<file path="src/rtl/multicycle_controller.sv">
// Main control FSM for the multi-cycle RV32I core: one datapath micro-step per clock,
// stalling on the memory ready handshake and trapping on unsupported opcodes.
module multicycle_controller (
    input  logic       clk,
    input  logic       rst,
    input  logic [6:0] opcode,
    input  logic [2:0] funct3,
    input  logic       zero,
    input  logic       mem_ready,
    output logic       mem_req,
    output logic       mem_we,
    output logic       adr_src,
    output logic       pc_we,
    output logic       ir_we,
    output logic       mdr_we,
    output logic       mdr_sext,
    output logic       mdr_zext,
    output logic       reg_we,
    output logic [1:0] alu_src_a,
    output logic [1:0] alu_src_b,
    output logic [1:0] alu_op,
    output logic [1:0] result_src,
    output logic       illegal,
    output logic [3:0] state
);

    typedef enum logic [3:0] {
        StFetch    = 4'd0,
        StDecode   = 4'd1,
        StMemAdr   = 4'd2,
        StMemRead  = 4'd3,
        StMemWb    = 4'd4,
        StMemWrite = 4'd5,
        StExecR    = 4'd6,
        StExecI    = 4'd7,
        StAluWb    = 4'd8,
        StBeq      = 4'd9,
        StJal      = 4'd10,
        StTrap     = 4'd11
    } state_e;

    localparam logic [6:0] OpLoad   = 7'b0000011;
    localparam logic [6:0] OpStore  = 7'b0100011;
    localparam logic [6:0] OpRType  = 7'b0110011;
    localparam logic [6:0] OpIType  = 7'b0010011;
    localparam logic [6:0] OpBranch = 7'b1100011;
    localparam logic [6:0] OpJal    = 7'b1101111;

    state_e state_q, state_d;

    always_ff @(posedge clk) begin
        if (!rst) begin
            state_q <= StFetch;
        end else begin
            state_q <= state_d;
        end
    end

    assign state = state_q;

    always_comb begin
        state_d    = state_q;
        mem_req    = 1'b0;
        mem_we     = 1'b0;
        adr_src    = 1'b0;
        pc_we      = 1'b0;
        ir_we      = 1'b0;
        mdr_we     = 1'b0;
        mdr_sext   = 1'b0;
        mdr_zext   = 1'b0;
        reg_we     = 1'b0;
        alu_src_a  = 2'b00;
        alu_src_b  = 2'b00;
        alu_op     = 2'b00;
        result_src = 2'b00;
        illegal    = 1'b0;

        case (state_q)
            StFetch: begin
                mem_req    = 1'b1;
                alu_src_b  = 2'b10;
                result_src = 2'b10;
                ir_we      = mem_ready;
                pc_we      = mem_ready;
                if (mem_ready) begin
                    state_d = StDecode;
                end
            end
            StDecode: begin
                // ALU precomputes OldPC + imm as the branch target
                alu_src_a = 2'b01;
                alu_src_b = 2'b01;
                case (opcode)
                    OpLoad, OpStore: state_d = StMemAdr;
                    OpRType:         state_d = StExecR;
                    OpIType:         state_d = StExecI;
                    OpBranch:        state_d = StBeq;
                    OpJal:           state_d = StJal;
                    default:         state_d = StTrap;
                endcase
            end
            StMemAdr: begin
                alu_src_a = 2'b10;
                alu_src_b = 2'b01;
                state_d   = (opcode == OpLoad) ? StMemRead : StMemWrite;
            end
            StMemRead: begin
                mem_req  = 1'b1;
                adr_src  = 1'b1;
                mdr_we   = mem_ready;
                mdr_sext = (funct3 == 3'b001);
                mdr_zext = (funct3 == 3'b101);
                if (mem_ready) begin
                    state_d = StMemWb;
                end
            end
            StMemWb: begin
                result_src = 2'b01;
                reg_we     = 1'b1;
                state_d    = StFetch;
            end
            StMemWrite: begin
                mem_req = 1'b1;
                mem_we  = 1'b1;
                adr_src = 1'b1;
                if (mem_ready) begin
                    state_d = StFetch;
                end
            end
            StExecR: begin
                alu_src_a = 2'b10;
                alu_op    = 2'b10;
                state_d   = StAluWb;
            end
            StExecI: begin
                alu_src_a = 2'b10;
                alu_src_b = 2'b01;
                alu_op    = 2'b10;
                state_d   = StAluWb;
            end
            StAluWb: begin
                reg_we  = 1'b1;
                state_d = StFetch;
            end
            StBeq: begin
                alu_src_a = 2'b10;
                alu_op    = 2'b01;
                pc_we     = zero;
                state_d   = StFetch;
            end
            StJal: begin
                alu_src_a = 2'b01;
                alu_src_b = 2'b10;
                pc_we     = 1'b1;
                state_d   = StAluWb;
            end
            default: begin
                // StTrap and the unused codes 12-15
                illegal = 1'b1;
                state_d = StTrap;
            end
        endcase

        // Reset abandons any access in flight: no enable may pulse while held
        if (!rst) begin
            mem_req = 1'b0;
            mem_we  = 1'b0;
            pc_we   = 1'b0;
            ir_we   = 1'b0;
            mdr_we  = 1'b0;
            reg_we  = 1'b0;
            illegal = 1'b0;
        end
    end

endmodule

</file>
<file path="config.mk">
export PLATFORM = sky130hd
export DESIGN_NAME = multicycle_controller
export DESIGN_NICKNAME = d
export VERILOG_FILES = /design/src/rtl/multicycle_controller.sv
export SDC_FILE = /design/constraint.sdc
export NUM_CORES = 1
export LEC_CHECK = 0
export ABC_AREA = 0
export CAP_MARGIN = 20
export CORE_AREA = 2 2 44 46
export DETAILED_ROUTE_END_ITERATION = 7
export DIE_AREA = 0 0 46 48
export HOLD_SLACK_MARGIN = 0.08
export PLACE_DENSITY = 0.8
export SYNTH_ARGS = -nofsm -noshare
export SYNTH_HDL_FRONTEND = slang
export SYNTH_SLANG_ARGS = --single-unit
</file>
<file path="constraint.sdc">
create_clock -name clk -period 2.8 [get_ports clk]
set_clock_uncertainty 0.05 [all_clocks]
set_input_delay 0.56 -clock clk [delete_from_list [all_inputs] [get_ports clk]]
set_output_delay 0.56 -clock clk [all_outputs]
set_load 0.05 [all_outputs]
</file>
==> reports/qor.csv, run 1 <==
stage,metric,value,unit
run_status,status,"finished, final reports clean",
setup_path,crit path cell chain,clkdlybuf4s50_1 > nand2_1 > mux2_2 > nor3b_2 > buf_12,
finish,register area,80.1,um2
setup_path,Setup Crit Path Kind,in -> out,
finish,Ant. Diodes,0,
die,chip height,48,um
routing,ANT nets after route,0,
routing,vias per cell,5.71,
sta,slew margin rel.,0.666,
die,Starting Density,0.393,
sta,final worst slack,0.276,ns
clocking,CTS tree,yes,
die,Core ar.,0.00169,mm2
die,DIE WIDTH,46,um
sta,Final min period,2.52,ns
setup_path,peak per-stage delay on the critical path,0.60,ns
sta,fmax,396,MHz
die,num ports,36,
synthesis,"FFs w/ async S/R, synth",0,
placed_design,# port buffers,35,
synthesis,Syn Inst Count,90,
clocking,Hold Buf Count CTS,0,
setup_path,Crit. End Element,output port,
die,site row count,15,
sta,setup TNS,0,ns
routing,Pre-antenna DRT Iters,4,
finish,fill count,153,
clocking,Clock Tree Buf Depth,2,
global_route,total grt overflow,0,
sta,fin. max-slew vios,0,
setup_path,slowest library cell on the worst path,clkdlybuf4s50_1,
finish,max reg flops,4,
routing,DRT met1 WL,875,um
routing,1st-iter DRT viols,11,
placed_design,DP HPWL,1550,um
setup_path,Critical Path AT,1.91,ns
routing,Residual DRC,0,
setup_path,CP Max Fanout,7,
setup_path,Startpoint Class,input port,
clocking,CTS sink cnt,4,
clocking,post-CTS sizing,0,
routing,routed wl met3,176,um
synthesis,post-synthesis register bit count,4,
power_and_ir_drop,Leak Pwr,0.441,nW
power_and_ir_drop,Max IR drop VDD,0.577,mV
run,max_cap viols,0,
power_and_ir_drop,PD cells,739,mW/mm2
synthesis,Synth area leaders,"dfxtp_1 (12%), nor4b_2 (6.8%), buf_6 (5.1%), nor2b_1 (4.7%), a21oi_1 (4.5%)",
placed_design,GPL Wtd Cong,0.839,
clocking,htree depth,1,
finish,nets,142,
synthesis,Synthesized Nets,104,
synthesis,Yosys top cell area share,0.121,
sta,RSZ-0062 raised after global routing,no,
global_route,largest net degree at the start of global routing,22,
sta,worst-margin pin slew,0.500,ns
clocking,Root Driver,clkbuf_4,
clocking,clock latency on the worst-skew pair,0.23,ns
synthesis,"Avg Cell Area, Syn",7.38,um2
sta,Final period util,0.901,
die,DIE AREA,0.00221,mm2
routing,final wirelength,1980,um
routing,drt wl/cell,13.8,um
placed_design,Setup WS pre-CTS,0.274,ns
sta,Final Hold Fails,0,
synthesis,Ys Warns,0,
setup_path,WP data required,2.19,ns
synthesis,"Top FF cell, synth",dfxtp_1,
synthesis,register area share after synthesis,0.121,
synthesis,Synth cell types,39,
routing,met2 WL,926,um
global_route,GRT Resource Usage Total,0.187,
synthesis,Post-synth EDFFs,0,
routing,Via Count,817,
finish,Final Util,0.667,
finish,Multi-input gate area,529,um2
clocking,Setup Buffers After CTS,0,
global_route,vias in the first global route,700,
sta,final number of setup-violating endpoints,0,
global_route,initial antenna violation count,0,
routing,top sig layer,met3,
clocking,clk slew on worst S/H paths,0.04,ns
global_route,first-pass GRT wire length,3080,um
hold_path,Min-Delay Path Class,reg -> reg,
synthesis,largest area contributor in the netlist,dfxtp_1,
clocking,CTS buffer count,3,
finish,synthesis-to-layout area growth,69.5,%
synthesis,Netlist Area Pre-Place,664,um2
finish,share of layout cells above drive strength 1,0.294,
## cells in the final DEF, fill, tap and decap left out, drive strengths merged, types with 2 or more instances in the layout
master / n
buf: 22
clkdlybuf4s50: 18
nor2: 7
nand2: 7
a21oi: 7
nor3: 6
nor2b: 5
nand2b: 4
dfxtp: 4
inv: 4
o21ai: 4
nor3b: 3
nor4b: 3
o31ai: 3
clkbuf: 3
xnor2: 2
and2: 2
and4: 2
and3: 2
nand3: 2
a32o: 2
a31oi: 2
## critical path: cells and delay by family
kind                   cells  cell delay [ns]
buffers and inverters      2             0.77
AND/OR/NAND/NOR            2             0.31
multiplexers               1             0.27
## per-stage QoR
stage / cell area [um2] / total power, W / cells / hold slack, ns
after floorplan: 683 / 0.000560 / 90 / 0.626
after global placement: 1100 / 0.000759 / 140 / 0.656
after detailed placement: 1100 / 0.000763 / 140 / 0.663
after CTS: 1130 / 0.000838 / 143 / 0.667
after global routing: 1130 / 0.000888 / 143 / 0.716
final: 1130 / 0.000832 / 143 / 0.660
## report_power, final
part / internal, W / switching, W
Sequential: 0.0000699 / 0.0000150
Combinational: 0.000253 / 0.000424
Clock: 0.0000479 / 0.0000229
Total: 0.000371 / 0.000462
## kinds of logic after synthesis
family,after synthesis,synth area share
XOR/XNOR,3,0.0396
buffers and inverters,11,0.111
AND/OR/NAND/NOR,47,0.469
multiplexers,1,0.0169
flip-flops,4,0.121
AO/OA/AOI/OAI,24,0.243
## final timing paths
path,slack (ns),from,cells past startpoint,to
hold reg to reg,0.66,state[3]$_SDFFE_PN0P_,4,state[0]$_SDFFE_PN0P_
setup reg to reg,1.29,state[1]$_SDFFE_PN0P_,5,state[3]$_SDFFE_PN0P_
hold / removal,0.66,state[3]$_SDFFE_PN0P_,4,state[0]$_SDFFE_PN0P_
setup / recovery,0.28,mem_ready,5,pc_we
## cell usage after synthesis (all sizes together), types with 2 or more instances
library cell / count
and3: 2
inv: 4
nand3: 2
xnor2: 2
nor3: 6
a31oi: 2
nor2: 7
o31ai: 3
nor4b: 3
nor3b: 3
a32o: 2
nand2b: 4
o21ai: 4
a21oi: 7
and2: 2
nor2b: 5
dfxtp: 4
buf: 7
and4: 2
nand2: 7
## routing by layer
layer  track usage  vias up
met5             0        -
met4       0.00571        0
met2         0.336       42
met3        0.0528        0
li1              -      408
met1         0.235      367
## layout make-up
| class | count | area share |
|---|---|---|
| multi-input combinational | 75 | 0.470 |
| timing repair buffer | 40 | 0.407 |
| tap | 17 | 0.0189 |
| inverter | 4 | 0.0133 |
| clock buffer | 3 | 0.0200 |
| sequential | 4 | 0.0711 |
Power figures use the tool's default switching activity.
==> run 2: changes to the inputs <==
- CTS_CLUSTER_SIZE: unset -> 30
- clock period: 2.8 -> 2.95 ns (I/O delays scaled with it)
==> reports/qor.csv, run 2 (synthesis results as in run 1) <==
stage,metric,value,unit,change
finish,fill count,135,,was 153
setup_path,Crit. End Element,output port,,unchanged
global_route,total grt overflow,0,,unchanged
finish,Final Util,0.641,,was 0.667
routing,Pre-antenna DRT Iters,4,,unchanged
power_and_ir_drop,P_sw,0.000443,W,was 0.000462 W
sta,fin. max-slew vios,0,,unchanged
routing,final wirelength,1990,um,was 1980 um
global_route,initial antenna violation count,0,,unchanged
power_and_ir_drop,PD cells,725,mW/mm2,was 739 mW/mm2
placed_design,DP Area,0.00106,mm2,was 0.00110 mm2
clocking,clk slew on worst S/H paths,0.04,ns,about the same
placed_design,DP HPWL,1560,um,was 1550 um
power_and_ir_drop,Leak Pwr,0.414,nW,was 0.441 nW
global_route,largest net degree at the start of global routing,16,,was 22
power_and_ir_drop,combinational share of power,0.777,,was 0.813
clocking,Clock Tree Buf Depth,2,,unchanged
global_route,GRT Resource Usage Total,0.182,,was 0.187
routing,Residual DRC,0,,unchanged
die,Core ar.,0.00169,mm2,unchanged
run_status,status,"finished, final reports clean",,unchanged
finish,"commonest non-fill, non-tap cell in the layout",clkdlybuf4s50_1,,unchanged
die,site row count,15,,unchanged
power_and_ir_drop,Clk pwr share,0.094,,was 0.085
clocking,CTS tree,yes,,unchanged
sta,worst-margin pin slew,0.567,ns,was 0.500 ns
setup_path,Critical Path AT,2.11,ns,was 1.91 ns
sta,Final period util,0.931,,
finish,Post-Layout Cell Count,142,,was 143
die,Starting Density,0.393,,unchanged
finish,Finished Cell Area,0.00108,mm2,was 0.00113 mm2
run,max_cap viols,0,,unchanged
power_and_ir_drop,Net Sw Frac,0.564,,was 0.555
setup_path,Startpoint Class,flop,,was input port
clocking,Root Driver,clkbuf_4,,unchanged
sta,Final Hold Fails,0,,unchanged
die,num ports,36,,unchanged
die,DIE WIDTH,46,um,unchanged
die,DIE AREA,0.00221,mm2,unchanged
placed_design,# port buffers,35,,unchanged
routing,vias per cell,5.74,,was 5.71
routing,Via Count,815,,was 817
routing,1st-iter DRT viols,31,,was 11
clocking,clock latency on the worst-skew pair,0.25,ns,was 0.23 ns
finish,synthesis-to-layout area growth,63.1,%,was 69.5%
clocking,post-CTS sizing,0,,unchanged
global_route,vias in the first global route,665,,was 700
clocking,CTS sink cnt,4,,unchanged
finish,nets,141,,was 142
finish,most frequent cells in the layout,"clkdlybuf4s50_1 (23), buf_4 (10), nor2_1 (7), nand2_1 (7)",,"was clkdlybuf4s50_1 (18), buf_4 (13), buf_12 (9)"
sta,setup TNS,0,ns,unchanged
routing,drt wl/cell,14.0,um,was 13.8 um
sta,slew margin rel.,0.621,,was 0.666
setup_path,CP Max Fanout,15,,was 7
sta,fmax,364,MHz,
setup_path,Setup Crit Path Kind,reg -> out,,was in -> out
sta,final number of setup-violating endpoints,0,,unchanged
global_route,first-pass GRT wire length,2930,um,was 3080 um
power_and_ir_drop,Sequential Power Share,0.128,,was 0.102
die,chip height,48,um,unchanged
power_and_ir_drop,Max IR drop VDD,0.287,mV,was 0.577 mV
clocking,Hold Buf Count CTS,0,,unchanged
setup_path,WP data required,2.31,ns,was 2.19 ns
power_and_ir_drop,Pint,0.000343,W,was 0.000371 W
clocking,Setup Buffers After CTS,0,,unchanged
finish,share of layout cells above drive strength 1,0.232,,was 0.294
sta,Final min period,2.75,ns,
routing,ANT nets after route,0,,unchanged
placed_design,placed insts,139,,was 140
finish,max reg flops,4,,unchanged
clocking,htree depth,1,,unchanged
finish,Ant. Diodes,0,,unchanged
sta,RSZ-0062 raised after global routing,no,,unchanged
clocking,CTS buffer count,3,,unchanged
power_and_ir_drop,total power draw,0.000785,W,was 0.000832 W
hold_path,Min-Delay Path Class,reg -> reg,,unchanged
placed_design,GPL Wtd Cong,0.820,,was 0.839
## run 2: metrics by stage
stage,hold slack (ns),setup WS (ns)
floorplan,0.656,0.0164
global placement,0.738,0.417
CTS,0.765,0.203
detailed placement,0.757,0.384
finish,0.758,0.205
global route,0.814,0.0590
## run 2: worst paths after layout
| path | from | end | slack [ns] | cells past startpoint |
|---|---|---|---|---|
| worst max-delay path | state[1]$_SDFFE_PN0P_ | pc_we | 0.20 | 6 |
| worst min-delay path | state[3]$_SDFFE_PN0P_ | state[3]$_SDFFE_PN0P_ | 0.76 | 3 |
| worst max register to register | state[2]$_SDFFE_PN0P_ | state[2]$_SDFFE_PN0P_ | 1.19 | 5 |
| worst min register to register | state[3]$_SDFFE_PN0P_ | state[3]$_SDFFE_PN0P_ | 0.76 | 3 |
## run 2: cell type report
class / instances / area (um2) / area share
clock buffer: 3 / 22.5 / 0.0208
inverter: 4 / 15.0 / 0.0139
multi-input combinational: 75 / 519 / 0.479
sequential: 4 / 80.1 / 0.0739
tap: 17 / 21.3 / 0.0196
timing repair buffer: 39 / 425 / 0.393
## run 2: power by group through the flow
stage	sequential [W]	combinational, W	clock (W)
2_1_floorplan	0.000119	0.000406	0
5_1_grt	0.000105	0.000644	0.0000765
3_3_place_gp	0.000100	0.000605	0
6_report	0.000101	0.000610	0.0000739
3_5_place_dp	0.000101	0.000608	0
4_1_cts	0.000100	0.000610	0.0000753
## run 2: worst max-delay path: stages, from the launching register on
cell and delay (ns):
dfxtp_1 0.65, buf_4 0.26, and2b_1 0.21, a21oi_1 0.05, mux2_2 0.27, nor3b_2 0.24
buf_12 0.17
## run 2: layer usage
layer  global-route usage  vias up  wire length [um]
li1                     -      402                 -
met2                0.331       44               945
met4               0.0514        0                27
met3               0.0264        2               148
met1                0.222      367               868
met5                    0        -                 0
==> run 3: changes to the inputs <==
- GPL_TIMING_DRIVEN: unset -> 0
==> reports/qor.csv, run 3 (synthesis results as in run 1) <==
stage,metric,value,unit,change
finish,Ant. Diodes,0,,unchanged
power_and_ir_drop,Net Sw Frac,0.564,,about the same
sta,final number of setup-violating endpoints,0,,unchanged
setup_path,Critical Path AT,2.26,ns,was 2.11 ns
placed_design,# port buffers,35,,unchanged
die,chip height,48,um,unchanged
sta,fin. max-slew vios,0,,unchanged
setup_path,crit path cell chain,clkdlybuf4s50_1 > nor4b_2 > and4_1 > clkdlybuf4s50_1,,was buf_4 > and2b_1 > a21oi_1 > mux2_2 > nor3b_2 > buf_12
sta,Final min period,2.90,ns,was 2.75 ns
setup_path,"most used cell, CP",clkdlybuf4s50_1,,
sta,fmax,345,MHz,was 364 MHz
power_and_ir_drop,Sequential Power Share,0.103,,was 0.128
sta,final worst slack,0.0534,ns,was 0.205 ns
setup_path,reg-to-reg endpoint,state[3]$_SDFFE_PN0P_,,was state[2]$_SDFFE_PN0P_
global_route,GRT Resource Usage Total,0.204,,was 0.182
sta,RSZ-0062 raised after global routing,no,,unchanged
setup_path,worst reg2reg path depth,5,,unchanged
die,DIE WIDTH,46,um,unchanged
global_route,total grt overflow,0,,unchanged
power_and_ir_drop,Leak Pwr,0.453,nW,was 0.414 nW
finish,"commonest non-fill, non-tap cell in the layout",clkdlybuf4s50_1,,unchanged
die,num ports,36,,unchanged
run,max_cap viols,0,,unchanged
power_and_ir_drop,P_sw,0.000438,W,was 0.000443 W
routing,1st-iter DRT viols,27,,was 31
setup_path,"CP delay by family, top",buffers and inverters,,was flip-flops
placed_design,DP HPWL,1680,um,was 1560 um
clocking,clock latency on the worst-skew pair,0.23,ns,was 0.25 ns
sta,Final Hold Fails,0,,unchanged
finish,nets,144,,was 141
finish,max reg flops,4,,unchanged
routing,vias per cell,5.95,,was 5.74
finish,share of layout cells above drive strength 1,0.156,,was 0.232
setup_path,Startpoint Class,input port,,was flop
clocking,Hold Buf Count CTS,0,,unchanged
clocking,htree depth,1,,unchanged
die,DIE AREA,0.00221,mm2,unchanged
global_route,first-pass GRT wire length,3250,um,was 2930 um
setup_path,"setup slack, reg-to-reg",1.48,ns,was 1.19 ns
routing,Residual DRC,0,,unchanged
setup_path,crit path launch,funct3[0],,was state[1]$_SDFFE_PN0P_
power_and_ir_drop,combinational share of power,0.811,,was 0.777
setup_path,Buf/Inv on CP,2,,unchanged
die,Starting Density,0.393,,unchanged
placed_design,GPL Wtd Cong,0.882,,was 0.820
routing,Pre-antenna DRT Iters,4,,unchanged
clocking,Clock Tree Buf Depth,2,,unchanged
clocking,post-CTS sizing,4,,was 0
clocking,CTS tree,yes,,unchanged
sta,worst hold margin,0.551,ns,was 0.758 ns
routing,ANT nets after route,0,,unchanged
sta,worst-margin pin slew,0.512,ns,was 0.567 ns
global_route,vias in the first global route,735,,was 665
sta,Final period util,0.982,,was 0.931
clocking,CTS sink cnt,4,,unchanged
clocking,Setup Buffers After CTS,0,,unchanged
setup_path,Setup Crit Path Kind,in -> out,,was reg -> out
setup_path,crit path to,mdr_zext,,was pc_we
die,site row count,15,,unchanged
power_and_ir_drop,Pint,0.000339,W,was 0.000343 W
die,Core ar.,0.00169,mm2,unchanged
global_route,initial antenna violation count,0,,unchanged
power_and_ir_drop,PD cells,727,mW/mm2,was 725 mW/mm2
setup_path,critical path depth,4,,was 6
setup_path,worst r2r src,state[0]$_SDFFE_PN0P_,,was state[2]$_SDFFE_PN0P_
clocking,CTS buffer count,3,,unchanged
setup_path,Crit. End Element,output port,,unchanged
global_route,largest net degree at the start of global routing,11,,was 16
clocking,Root Driver,clkbuf_4,,unchanged
power_and_ir_drop,Max IR drop VDD,0.443,mV,was 0.287 mV
routing,Via Count,863,,was 815
run_status,status,"finished, final reports clean",,unchanged
finish,most frequent cells in the layout,"clkdlybuf4s50_1 (28), nor2_1 (7), nand2_1 (7)",,"was clkdlybuf4s50_1 (23), buf_4 (10), nor2_1 (7), nand2_1 (7)"
clocking,clk slew on worst S/H paths,0.04,ns,about the same
routing,final wirelength,2140,um,was 1990 um
hold_path,worst hold path depth,3,,unchanged
setup_path,CP Max Fanout,2,,was 15
power_and_ir_drop,Clk pwr share,0.086,,was 0.094
placed_design,Setup WS pre-CTS,-0.184,ns,was 0.384 ns
finish,synthesis-to-layout area growth,61.0,%,was 63.1%
sta,slew margin rel.,0.658,,was 0.621
power_and_ir_drop,total power draw,0.000777,W,was 0.000785 W
setup_path,WP data required,2.31,ns,about the same
setup_path,slowest library cell on the worst path,clkdlybuf4s50_1,,was dfxtp_1
hold_path,Min-Delay Path Class,reg -> reg,,unchanged
setup_path,peak per-stage delay on the critical path,0.79,ns,was 0.65 ns
routing,drt wl/cell,14.8,um,was 14.0 um
[run 3: cell count changes in the layout (fill, tap and decap cells not counted)]
cell             delta
dlymetal6s2s_1      +3
buf_2               +2
buf_6               +3
clkdlybuf4s50_1     +5
buf_12              -6
buf_4               -8
dlygate4sd2_1       +4
[run 3: layout make-up]
| type | count | area (um2) |
|---|---|---|
| Fill cell | 149 | 619 |
| Inverter | 4 | 15.0 |
| Buffer | 7 | 58.8 |
| Multi-Input combinational cell | 75 | 519 |
| Sequential cell | 4 | 80.1 |
| Timing Repair Buffer | 35 | 353 |
| Clock buffer | 3 | 22.5 |
| Tap cell | 17 | 21.3 |
[run 3: routing by layer]
layer	vias to the layer above	GRT usage	routed length, um
met5	-	0	0
met4	0	0.0514	10
met3	2	0.0377	207
met2	57	0.381	1030
met1	389	0.237	893
li1	415	-	-
[run 3: through the flow]
stage / instances / util / setup TNS, ns / cell area [um2]
CTS: 145 / 0.629 / 0 / 1060
floorplan: 90 / - / 0 / 673
global placement: 142 / 0.619 / -0.381 / 1040
detailed placement: 142 / 0.619 / -0.397 / 1040
global route: 145 / 0.633 / 0 / 1070
finish: 145 / 0.633 / 0 / 1070
[run 3: how the worst min path moves through the flow]
stage	from	to	slack (ns)
floorplan	rst	state[0]$_SDFFE_PN0P_	0.66
detailed placement	state[3]$_SDFFE_PN0P_	state[0]$_SDFFE_PN0P_	0.54
global route	state[3]$_SDFFE_PN0P_	state[0]$_SDFFE_PN0P_	0.59
CTS	state[3]$_SDFFE_PN0P_	state[0]$_SDFFE_PN0P_	0.55
finish	state[3]$_SDFFE_PN0P_	state[0]$_SDFFE_PN0P_	0.55
global placement	state[3]$_SDFFE_PN0P_	state[0]$_SDFFE_PN0P_	0.54
[run 3: power by group through the flow]
stage | registers, W | clock network [W] | logic [W]
after floorplan | 0.000119 | 0 | 0.000406
after global placement | 0.0000808 | 0 | 0.000625
after detailed placement | 0.0000814 | 0 | 0.000630
after global routing | 0.0000826 | 0.0000692 | 0.000668
final | 0.0000801 | 0.0000665 | 0.000631
after CTS | 0.0000801 | 0.0000663 | 0.000630
[run 3: tightest hold or removal path, cell delays in order, from the launching register on]
cell and delay [ns]:
dfxtp_1 0.35, nor2_1 0.07, nand2_1 0.06, a31oi_1 0.07
